**config.mk**
```make
export PLATFORM = sky130hd
export DESIGN_NAME = edge_sink_node_flat
export DESIGN_NICKNAME = d
export VERILOG_FILES = /design/src/rtl/my_pkg.sv /design/src/rtl/edge_sink_node_if.sv /design/src/rtl/edge_sink_node.sv /design/src/flat_wrapper.sv
export SDC_FILE = /design/constraint.sdc
export NUM_CORES = 1
export LEC_CHECK = 0
export BUFFER_PORTS_ARGS = -buffer_cell sky130_fd_sc_hd__buf_2
export CAP_MARGIN = 10
export CORE_ASPECT_RATIO = 0.6
export CORE_MARGIN = 4
export CORE_UTILIZATION = 53
export CTS_BUF_LIST = sky130_fd_sc_hd__clkbuf_8
export DETAILED_ROUTE_END_ITERATION = 10
export PLACE_DENSITY = 0.75
export SLEW_MARGIN = 20
export SYNTH_ARGS = -nofsm -noshare
export SYNTH_HDL_FRONTEND = slang
export SYNTH_SLANG_ARGS = --single-unit
```
**constraint.sdc**
```tcl
create_clock -name clk -period 8.1 [get_ports clk]
set_clock_uncertainty 0.05 [all_clocks]
set_input_delay 1.62 -clock clk [delete_from_list [all_inputs] [get_ports clk]]
set_output_delay 1.62 -clock clk [all_outputs]
set_load 0.01 [all_outputs]
```
**src/rtl/my_pkg.sv**
```systemverilog
// Shared mesh-wide constants for the node-to-node link.
package my_pkg;
    parameter int PACKET_LENGTH = 16;
endpackage

```
**src/rtl/edge_sink_node_if.sv**
```systemverilog
// Host/collector side of the edge sink: show-ahead FIFO head with a valid/ready pop.
interface edge_sink_node_if;
    // Handshake: the head is consumed in any cycle where pkt_valid && pkt_ready are both high;
    // pkt_valid never depends on pkt_ready, and pkt_ready while pkt_valid is low is ignored.
    logic signed [my_pkg::PACKET_LENGTH-1:0] pkt_out;
    logic [1:0]                              pkt_src;
    logic                                    pkt_valid;
    logic                                    pkt_ready;

    modport master (output pkt_out, output pkt_src, output pkt_valid, input pkt_ready);
    modport slave  (input pkt_out, input pkt_src, input pkt_valid, output pkt_ready);
endinterface

```
**src/rtl/edge_sink_node.sv**
```systemverilog
// Mesh boundary sink: reads packets from up to four neighbours round-robin and queues
// them, tagged with their source side, for a host collector.
module edge_sink_node
    import my_pkg::*;
#(
    parameter int FIFO_DEPTH = 8
) (
    input  logic                            clk,
    input  logic                            rst_n,
    input  logic signed [PACKET_LENGTH-1:0] n_in,
    input  logic signed [PACKET_LENGTH-1:0] e_in,
    input  logic signed [PACKET_LENGTH-1:0] s_in,
    input  logic signed [PACKET_LENGTH-1:0] w_in,
    input  logic                            n_valid_in,
    input  logic                            e_valid_in,
    input  logic                            s_valid_in,
    input  logic                            w_valid_in,
    output logic                            is_reading_n,
    output logic                            is_reading_e,
    output logic                            is_reading_s,
    output logic                            is_reading_w,
    edge_sink_node_if.master                host,
    output logic [$clog2(FIFO_DEPTH):0]     fifo_count,
    output logic [15:0]                     pkt_total
);
    localparam int AW = $clog2(FIFO_DEPTH);
    localparam int CW = AW + 1;
    localparam int EW = PACKET_LENGTH + 2;

    logic [3:0]                     side_valid;
    logic [PACKET_LENGTH-1:0]       side_data [4];
    logic [1:0]                     rr_ptr;
    logic [1:0]                     grant;
    logic                           grant_valid;
    logic                           full;
    logic                           push;
    logic                           pop;
    logic [AW-1:0]                  wr_ptr;
    logic [AW-1:0]                  rd_ptr;
    logic [EW-1:0]                  mem [FIFO_DEPTH];
    logic [EW-1:0]                  head;

    // Side index order is N=0, E=1, S=2, W=3 everywhere, including the stored tag.
    assign side_valid   = {w_valid_in, s_valid_in, e_valid_in, n_valid_in};
    assign side_data[0] = n_in;
    assign side_data[1] = e_in;
    assign side_data[2] = s_in;
    assign side_data[3] = w_in;

    always_comb begin
        grant       = rr_ptr;
        grant_valid = 1'b0;
        for (int i = 0; i < 4; i++) begin
            if (!grant_valid && side_valid[rr_ptr + 2'(i)]) begin
                grant       = rr_ptr + 2'(i);
                grant_valid = 1'b1;
            end
        end
    end

    // Full blocks acceptance even if the host pops this cycle; rst_n gating keeps
    // the read strobes low for the whole reset window, not just after a clock edge.
    assign full = (fifo_count == CW'(FIFO_DEPTH));
    assign push = rst_n && grant_valid && !full;
    assign pop  = host.pkt_valid && host.pkt_ready;

    assign is_reading_n = push && (grant == 2'd0);
    assign is_reading_e = push && (grant == 2'd1);
    assign is_reading_s = push && (grant == 2'd2);
    assign is_reading_w = push && (grant == 2'd3);

    always_ff @(posedge clk or negedge rst_n) begin
        if (!rst_n) begin
            rr_ptr     <= 2'd0;
            wr_ptr     <= '0;
            rd_ptr     <= '0;
            fifo_count <= '0;
            pkt_total  <= 16'd0;
        end else begin
            if (push) begin
                rr_ptr    <= grant + 2'd1;
                wr_ptr    <= wr_ptr + AW'(1);
                pkt_total <= pkt_total + 16'd1;
            end
            if (pop) begin
                rd_ptr <= rd_ptr + AW'(1);
            end
            if (push && !pop) begin
                fifo_count <= fifo_count + CW'(1);
            end else if (!push && pop) begin
                fifo_count <= fifo_count - CW'(1);
            end
        end
    end

    // Storage is not reset; the occupancy count alone decides what is live.
    always_ff @(posedge clk) begin
        if (push) begin
            mem[wr_ptr] <= {grant, side_data[grant]};
        end
    end

    assign head           = mem[rd_ptr];
    assign host.pkt_valid = (fifo_count != '0);
    assign host.pkt_out   = host.pkt_valid ? $signed(head[PACKET_LENGTH-1:0]) : '0;
    assign host.pkt_src   = host.pkt_valid ? head[EW-1:PACKET_LENGTH] : 2'd0;

endmodule

```
**src/flat_wrapper.sv**
```systemverilog
// flat-port wrapper written by rule: the top's interface ports become plain ports
module edge_sink_node_flat import my_pkg::*;
#(
    parameter int FIFO_DEPTH = 8
)
  (clk, rst_n, n_in, e_in, s_in, w_in, n_valid_in, e_valid_in, s_valid_in, w_valid_in, is_reading_n, is_reading_e, is_reading_s, is_reading_w, fifo_count, pkt_total, host_pkt_out, host_pkt_src, host_pkt_valid, host_pkt_ready);
  edge_sink_node_if host_i ();
  input  logic clk;
  input  logic rst_n;
  input  logic signed [PACKET_LENGTH-1:0] n_in;
  input  logic signed [PACKET_LENGTH-1:0] e_in;
  input  logic signed [PACKET_LENGTH-1:0] s_in;
  input  logic signed [PACKET_LENGTH-1:0] w_in;
  input  logic n_valid_in;
  input  logic e_valid_in;
  input  logic s_valid_in;
  input  logic w_valid_in;
  output logic is_reading_n;
  output logic is_reading_e;
  output logic is_reading_s;
  output logic is_reading_w;
  output logic [$clog2(FIFO_DEPTH):0] fifo_count;
  output logic [15:0] pkt_total;
  output wire logic [$bits(host_i.pkt_out)-1:0] host_pkt_out;
  output wire logic [$bits(host_i.pkt_src)-1:0] host_pkt_src;
  output wire logic [$bits(host_i.pkt_valid)-1:0] host_pkt_valid;
  input wire logic [$bits(host_i.pkt_ready)-1:0] host_pkt_ready;
  assign host_pkt_out = host_i.pkt_out;
  assign host_pkt_src = host_i.pkt_src;
  assign host_pkt_valid = host_i.pkt_valid;
  assign host_i.pkt_ready = host_pkt_ready;
  edge_sink_node #(.FIFO_DEPTH(FIFO_DEPTH)) u_core (.clk(clk), .rst_n(rst_n), .n_in(n_in), .e_in(e_in), .s_in(s_in), .w_in(w_in), .n_valid_in(n_valid_in), .e_valid_in(e_valid_in), .s_valid_in(s_valid_in), .w_valid_in(w_valid_in), .is_reading_n(is_reading_n), .is_reading_e(is_reading_e), .is_reading_s(is_reading_s), .is_reading_w(is_reading_w), .host(host_i), .fifo_count(fifo_count), .pkt_total(pkt_total));
endmodule
```
-- Word level (Yosys, flattened, before mapping)
Memories as Yosys holds them, arrays and structs flattened.
Index checks and enable logic that the tools add are counted.
- register bits: 28
- bits in writable memories: 144
- bits of input ports: 71
- output and inout bits: 43
- word-level logic and storage cells: 70
- memories: 1
- memory list (name ; depth ; bits a word ; rd ports ; clocked after memory_dff ; wr ports ; RTL line ; source):
    u_core.mem ; 8 ; 18 ; 1 ; 0 ; 1 ; edge_sink_node.sv:40 ; logic [EW-1:0] mem [FIFO_DEPTH];
- add/sub/neg operators: 9
- $lt $le $gt $ge: 5
- equal/unequal tests: 4
- multiplexer cells: 24
- bitwise gates (word level): 1
- reductions and logical operators: 21
- operators with widths (cell ; number):
    two-way mux 16 bit ; 3
    binary-select mux 16 bit (select 2 bit) ; 1
    adder 16 x 1 -> 16 bit (second input constant) ; 1
    logical AND 1 bit ; 12
    less-than comparator 2 x 3 -> 1 bit (second input constant) ; 4
    two-way mux 1 bit ; 10
    binary-select mux 1 bit (select 2 bit) ; 4
    two-way mux 2 bit ; 4
    two-way mux 4 bit ; 2
    adder 3 x 1 -> 3 bit (second input constant) ; 2
    logical NOT 1 bit ; 6
    adder 2 x 1 -> 2 bit (second input constant) ; 2
    adder 2 bit (second input constant) ; 2
    adder 4 x 1 -> 4 bit (second input constant) ; 1
    equality test 2 bit (second input constant) ; 2
    equality test 4 bit (second input constant) ; 1
    nonzero test 4 bit ; 1
    subtractor 4 x 1 -> 4 bit (second input constant) ; 1
    greater-or-equal comparator 3 bit (second input constant) ; 1
    inverter 2 -> 3 bit ; 1
    equality test 2 x 1 -> 1 bit (second input constant) ; 1
    logical NOT 2 bit ; 1
    nonzero test 2 bit ; 1

-- Logic depth before layout (Yosys ltp)
- depth after elaboration: 18
- gate-level depth with buffers: 11
- mapped depth without buffers: 11

-- Worst setup path after synthesis
No wires, ideal clock.
- path kind: input-to-reg
- start point: in e_valid_in
- end point: mem u_core.mem[0][0] in the netlist's numbering (enable)
- library setup time: 0.446 ns
- arrival: 4.072 ns
- required time: 7.604 ns
- path slack: 3.532 ns
- cell stages on the path: 4
- buffers on the path: 1
- cell sequence: o41ai_1 -> a21oi_1 -> buf_2 -> nor4b_1
- word-level cells in the longest chain between the ends: 16
- elaborated cells between the ends (all ways): 22
- those cells by class: 14 x mux; 8 x reduce/logical
- ends and longest elaborated chain (element ; RTL line ; source):
    start: declaration ; flat_wrapper.sv:15 ; input logic e_valid_in;
    binary-select mux 1 bit (select 2 bit) ; edge_sink_node.sv:54 ; if (!grant_valid && side_valid[rr_ptr + 2'(i)]) begin
    two-way mux 1 bit (implied by the code) ; edge_sink_node.sv:54 ;
    two-way mux 1 bit ; edge_sink_node.sv:54 ;
    logical NOT 1 bit ; edge_sink_node.sv:54 ;
    logical AND 1 bit ; edge_sink_node.sv:54 ;
    two-way mux 1 bit ; edge_sink_node.sv:54 ;
    logical NOT 1 bit ; edge_sink_node.sv:54 ;
    logical AND 1 bit ; edge_sink_node.sv:54 ;
    two-way mux 1 bit ; edge_sink_node.sv:54 ;
    logical NOT 1 bit ; edge_sink_node.sv:54 ;
    logical AND 1 bit ; edge_sink_node.sv:54 ;
    two-way mux 1 bit * ; edge_sink_node.sv:54 ;
    logical AND 1 bit * (2 in series) ; edge_sink_node.sv:64 ; assign push = rst_n && grant_valid && !full;
    two-way mux 1 bit * ; edge_sink_node.sv:98 ; if (push) begin
    two-way mux 1 bit (implied by the code) * ; edge_sink_node.sv:99 ; mem[wr_ptr] <= {grant, side_data[grant]};
    end: declaration ; edge_sink_node.sv:40 ;
Every way passes the cells marked *; elsewhere a longest branch is shown, timed or not. The select of a mux whose other input is x is not followed.

-- Worst setup path in the final report
- start point: in e_valid_in
- end point: out is_reading_e
- word-level cells in the longest chain between the ends: 15
- elaborated cells between the ends (all ways): 25
- those cells by class: 1 x eq/ne; 15 x mux; 9 x reduce/logical
- ends and longest elaborated chain (element ; RTL line ; source):
    binary-select mux 1 bit (select 2 bit) ; edge_sink_node.sv:54 ;
    two-way mux 1 bit (implied by the code) ; edge_sink_node.sv:54 ;
    two-way mux 1 bit ; edge_sink_node.sv:54 ;
    logical NOT 1 bit ; edge_sink_node.sv:54 ;
    logical AND 1 bit ; edge_sink_node.sv:54 ;
    two-way mux 1 bit ; edge_sink_node.sv:54 ;
    logical NOT 1 bit ; edge_sink_node.sv:54 ;
    logical AND 1 bit ; edge_sink_node.sv:54 ;
    two-way mux 1 bit ; edge_sink_node.sv:54 ;
    logical NOT 1 bit ; edge_sink_node.sv:54 ;
    logical AND 1 bit ; edge_sink_node.sv:54 ;
    two-way mux 1 bit ; edge_sink_node.sv:54 ;
    logical AND 1 bit (2 in series) ; edge_sink_node.sv:64 ;
    logical AND 1 bit * ; edge_sink_node.sv:68 ; assign is_reading_e = push && (grant == 2'd1);
    end: declaration ; flat_wrapper.sv:19 ; output logic is_reading_e;
Marks and branches as above.

==> impl_metrics.py <==
metrics = {
    "sta": {
        "finalHoldViolCount": 0,
        "min_period_ns": 5.48,
        "post-route-period-util": 0.676,
        "max_freq_mhz": 183,
        "tns_ns": 0,
        "final_max_slew_viol_count": 0,
        "tightest_slew_ns": 0.826,
        "setup_viol": 0,
        "rsz0062_at_grt": "no",
        "slew_headroom": 0.449,
    },
    "power_and_ir_drop": {
        "p_int_mw": 2.07,
        "switchingPower_mw": 1.13,
        "p_leak_nw": 3.25,
        "peakVddDrop_uv": 167,
        "pwr_density_cell_mw_per_mm2": 368,
        "p_sw_frac": 0.353,
        "comb_power_share": 0.376,
        "clkPwrFrac": 0.196,
        "sequentialPowerShare": 0.428,
        "power_mw": 3.20,
    },
    "setup_path": {
        "worst-setup-path-type": "in2out",
        "crit_path_frequent_cell": "buf_2",
        "critPathLaunchType": "input pin",
        "reg2reg_to": "u_core.fifo_count[3]$_DFFE_PN0P_",
        "r2r_start": "u_core.fifo_count[1]$_DFFE_PN0P_",
        "required_ns": 6.43,
        "end_kind": "primary output",
        "arrival_ns": 3.81,
        "cp_max_fo": 43,
        "rrSetupSlack_ns": 5.18,
        "rr_worst_depth": 12,
        "slowest_stage": "clkinv_2",
        "cpPeakStageDelay_ns": 0.51,
        "crit_chain": "buf_2, nor3b_1, a2111oi_2, nor2_2, buf_4, clkinv_2, ha_1, and2_1, buf_2",
    },
    "place": {
        "port_buffers": 113,
        "place_congestion": 0.802,
        "dpl.hpwl_microns": 10600,
    },
    "clocking": {
        "cts_root_buffer": "clkbuf_8",
        "cts_sinks": 172,
        "post_cts_resized": 0,
        "cts_inserted_buffers": 17,
        "insertion_delay_ns": 0.44,
        "postCtsSetupRepairBufs": 0,
        "clkTransAtPathRegs_ns": 0.09,
        "hold_buffers": 0,
        "cts_tree": "done",
        "clockBufferDepth": 2,
        "htreeDepth": 4,
    },
    "final_layout": {
        "nets": 662,
        "n_antenna_cell": 0,
        "area_growth_syn_to_layout_pct": 17.0,
        "utilization": 0.636,
        "final_layout_size_suffix_gt1_frac": 0.356,
    },
    "detailed_routing": {
        "firstDrtPassIters": 5,
        "antenna_left": 0,
        "drc": 0,
        "wl_microns": 16100,
        "routedWlPerCell_microns": 20.5,
        "first_iter_violations": 377,
        "vias": 4492,
        "vias_per_cell": 5.72,
    },
    "floorplan": {
        "die_h_microns": 99.7,
        "coreArea_sq_mm": 0.0137,
        "start_util": 0.544,
        "ios": 114,
        "die_area_sq_mm": 0.0160,
        "die_w_microns": 161,
        "rows": 33,
    },
    "yosys": {
        "ys_seq_area_frac": 0.676,
        "yosys.area.top_type": "edfxtp_1",
        "ys_top_cells_by_area": "edfxtp_1 (58%), mux4_2 (11%), dfrtp_1 (9.4%)",
        "synth_cells": 457,
        "synth_common_cells": "edfxtp_1 (144), nand2_1 (60), mux4_2 (36)",
        "synth_warnings": 0,
        "syn_area_sq_mm": 0.00743,
        "synth_top_area_frac": 0.582,
        "ys.flop_type": "edfxtp_1",
        "yosys.cell_types.count": 45,
        "yosysMostFrequentCell": "edfxtp_1",
        "avgSynthCellArea_sq_um": 16.3,
        "synth_nets": 539,
        "synth_edf_count": 144,
        "async_flop_share": 0.163,
        "ys_seq_elements": 172,
    },
    "global_route": {
        "grt_pass1_wl_microns": 25400,
        "grt_pass1_vias": 4628,
        "antenna_found_initial": 0,
        "grtUsageTotal": 0.209,
        "grt_max_degree": 44,
        "overflow": 0,
    },
    "min_path": {
        "worstHoldPathCells": 1,
        "holdCritStartpoint": "u_core.pkt_total[15]$_DFFE_PN0P_",
        "hold_path.class": "reg2reg",
        "min_to": "u_core.pkt_total[15]$_DFFE_PN0P_",
    },
    "flow_run": {
        "max_cap_viol_count": 0,
    },
    "outcome": {
        "status": "finished clean",
    },
}
[kinds of logic after synthesis]
logic type,share of synthesized area
adder cells (fa/ha/maj),0.0195
XOR/XNOR,0.0271
flip-flops,0.676
AO/OA/AOI/OAI,0.0428
buffers and inverters,0.0212
multiplexers,0.139
AND/OR/NAND/NOR,0.0734
[state kept, by name, indices dropped and copies added, names as in the netlist]
name,cells
u_core.wr_ptr,3
u_core.mem,144
u_core.rr_ptr,2
u_core.pkt_total,16
u_core.fifo_count,4
u_core.rd_ptr,3
[cells in the final DEF (no fill, tap or decap), types with 2 or more instances in the layout]
cell | Yosys | final
buf_2 | 7 | 113
inv_2 | 2 | 2
nand4_1 | 6 | 6
nor3b_2 | 0 | 3
nor2_1 | 25 | 25
a32oi_1 | 16 | 16
edfxtp_1 | 144 | 144
mux4_2 | 36 | 36
nor4bb_4 | 0 | 2
inv_1 | 4 | 4
clkbuf_8 | 0 | 17
inv_6 | 0 | 4
clkinvlp_4 | 0 | 2
and2_1 | 4 | 4
mux2i_1 | 18 | 18
nor2b_1 | 2 | 2
a21oi_1 | 20 | 20
xnor2_1 | 20 | 20
and4_1 | 2 | 2
nand2_1 | 60 | 60
dfrtp_1 | 28 | 27
clkinv_2 | 1 | 2
clkinv_4 | 0 | 3
ha_1 | 10 | 10
nand3_1 | 5 | 5
buf_4 | 4 | 15
mux2_1 | 3 | 3
bufinv_16 | 0 | 3
xor2_1 | 3 | 3
[worst max-delay path by stage]
stage	to	from	slack, ns	cells past startpoint
after floorplan	u_core.mem[0][0]$_DFFE_PP_	e_valid_in	3.53	4
after global placement	is_reading_e	e_valid_in	2.77	9
after detailed placement	is_reading_e	e_valid_in	2.61	9
after CTS	is_reading_e	e_valid_in	2.60	9
after global routing	is_reading_e	s_valid_in	2.47	9
final	is_reading_e	e_valid_in	2.62	9
[through the flow]
stage | setup WS, ns | instance area (sq um) | hold WS (ns) | cells
finish | 2.62 | 8690 | 0.426 | 785
global route | 2.47 | 8690 | 0.463 | 785
CTS | 2.60 | 8690 | 0.427 | 785
global placement | 2.77 | 8270 | 0.408 | 753
floorplan | 3.53 | 7430 | 0.457 | 457
detailed placement | 2.61 | 8270 | 0.408 | 753
[final cells by class]
| type | instances | area [sq um] |
|---|---|---|
| Clock buffer | 17 | 234 |
| Sequential cell | 172 | 5030 |
| Tap cell | 192 | 240 |
| Fill cell | 966 | 4970 |
| Inverter | 7 | 27.5 |
| Multi-Input combinational cell | 254 | 2300 |
| Timing Repair Buffer | 128 | 678 |
| Clock inverter | 15 | 186 |
[critical path, delay by kind of cell]
kind	cells	cell delay, ns
and+or+nand+nor	3	0.55
buffers and inverters	4	1.17
adders and majority gates	1	0.37
AOI/OAI and AO/OA	1	0.07
[per-layer routing]
layer	up-vias	GRT usage	share of wire
li1	2014	-	-
met2	157	0.329	0.48
met4	0	0.0452	0.013
met1	2302	0.296	0.44
met3	19	0.0605	0.069
met5	-	0	0
[power groups by stage]
stage               logic (mW)  registers, mW  clock network, mW
floorplan                0.833           1.36                  0
global placement          1.17           1.38                  0
detailed placement        1.22           1.39                  0
CTS                       1.23           1.37              0.637
global route              1.33           1.39              0.678
finish                    1.20           1.37              0.627
(Power assumes the default switching activity.)
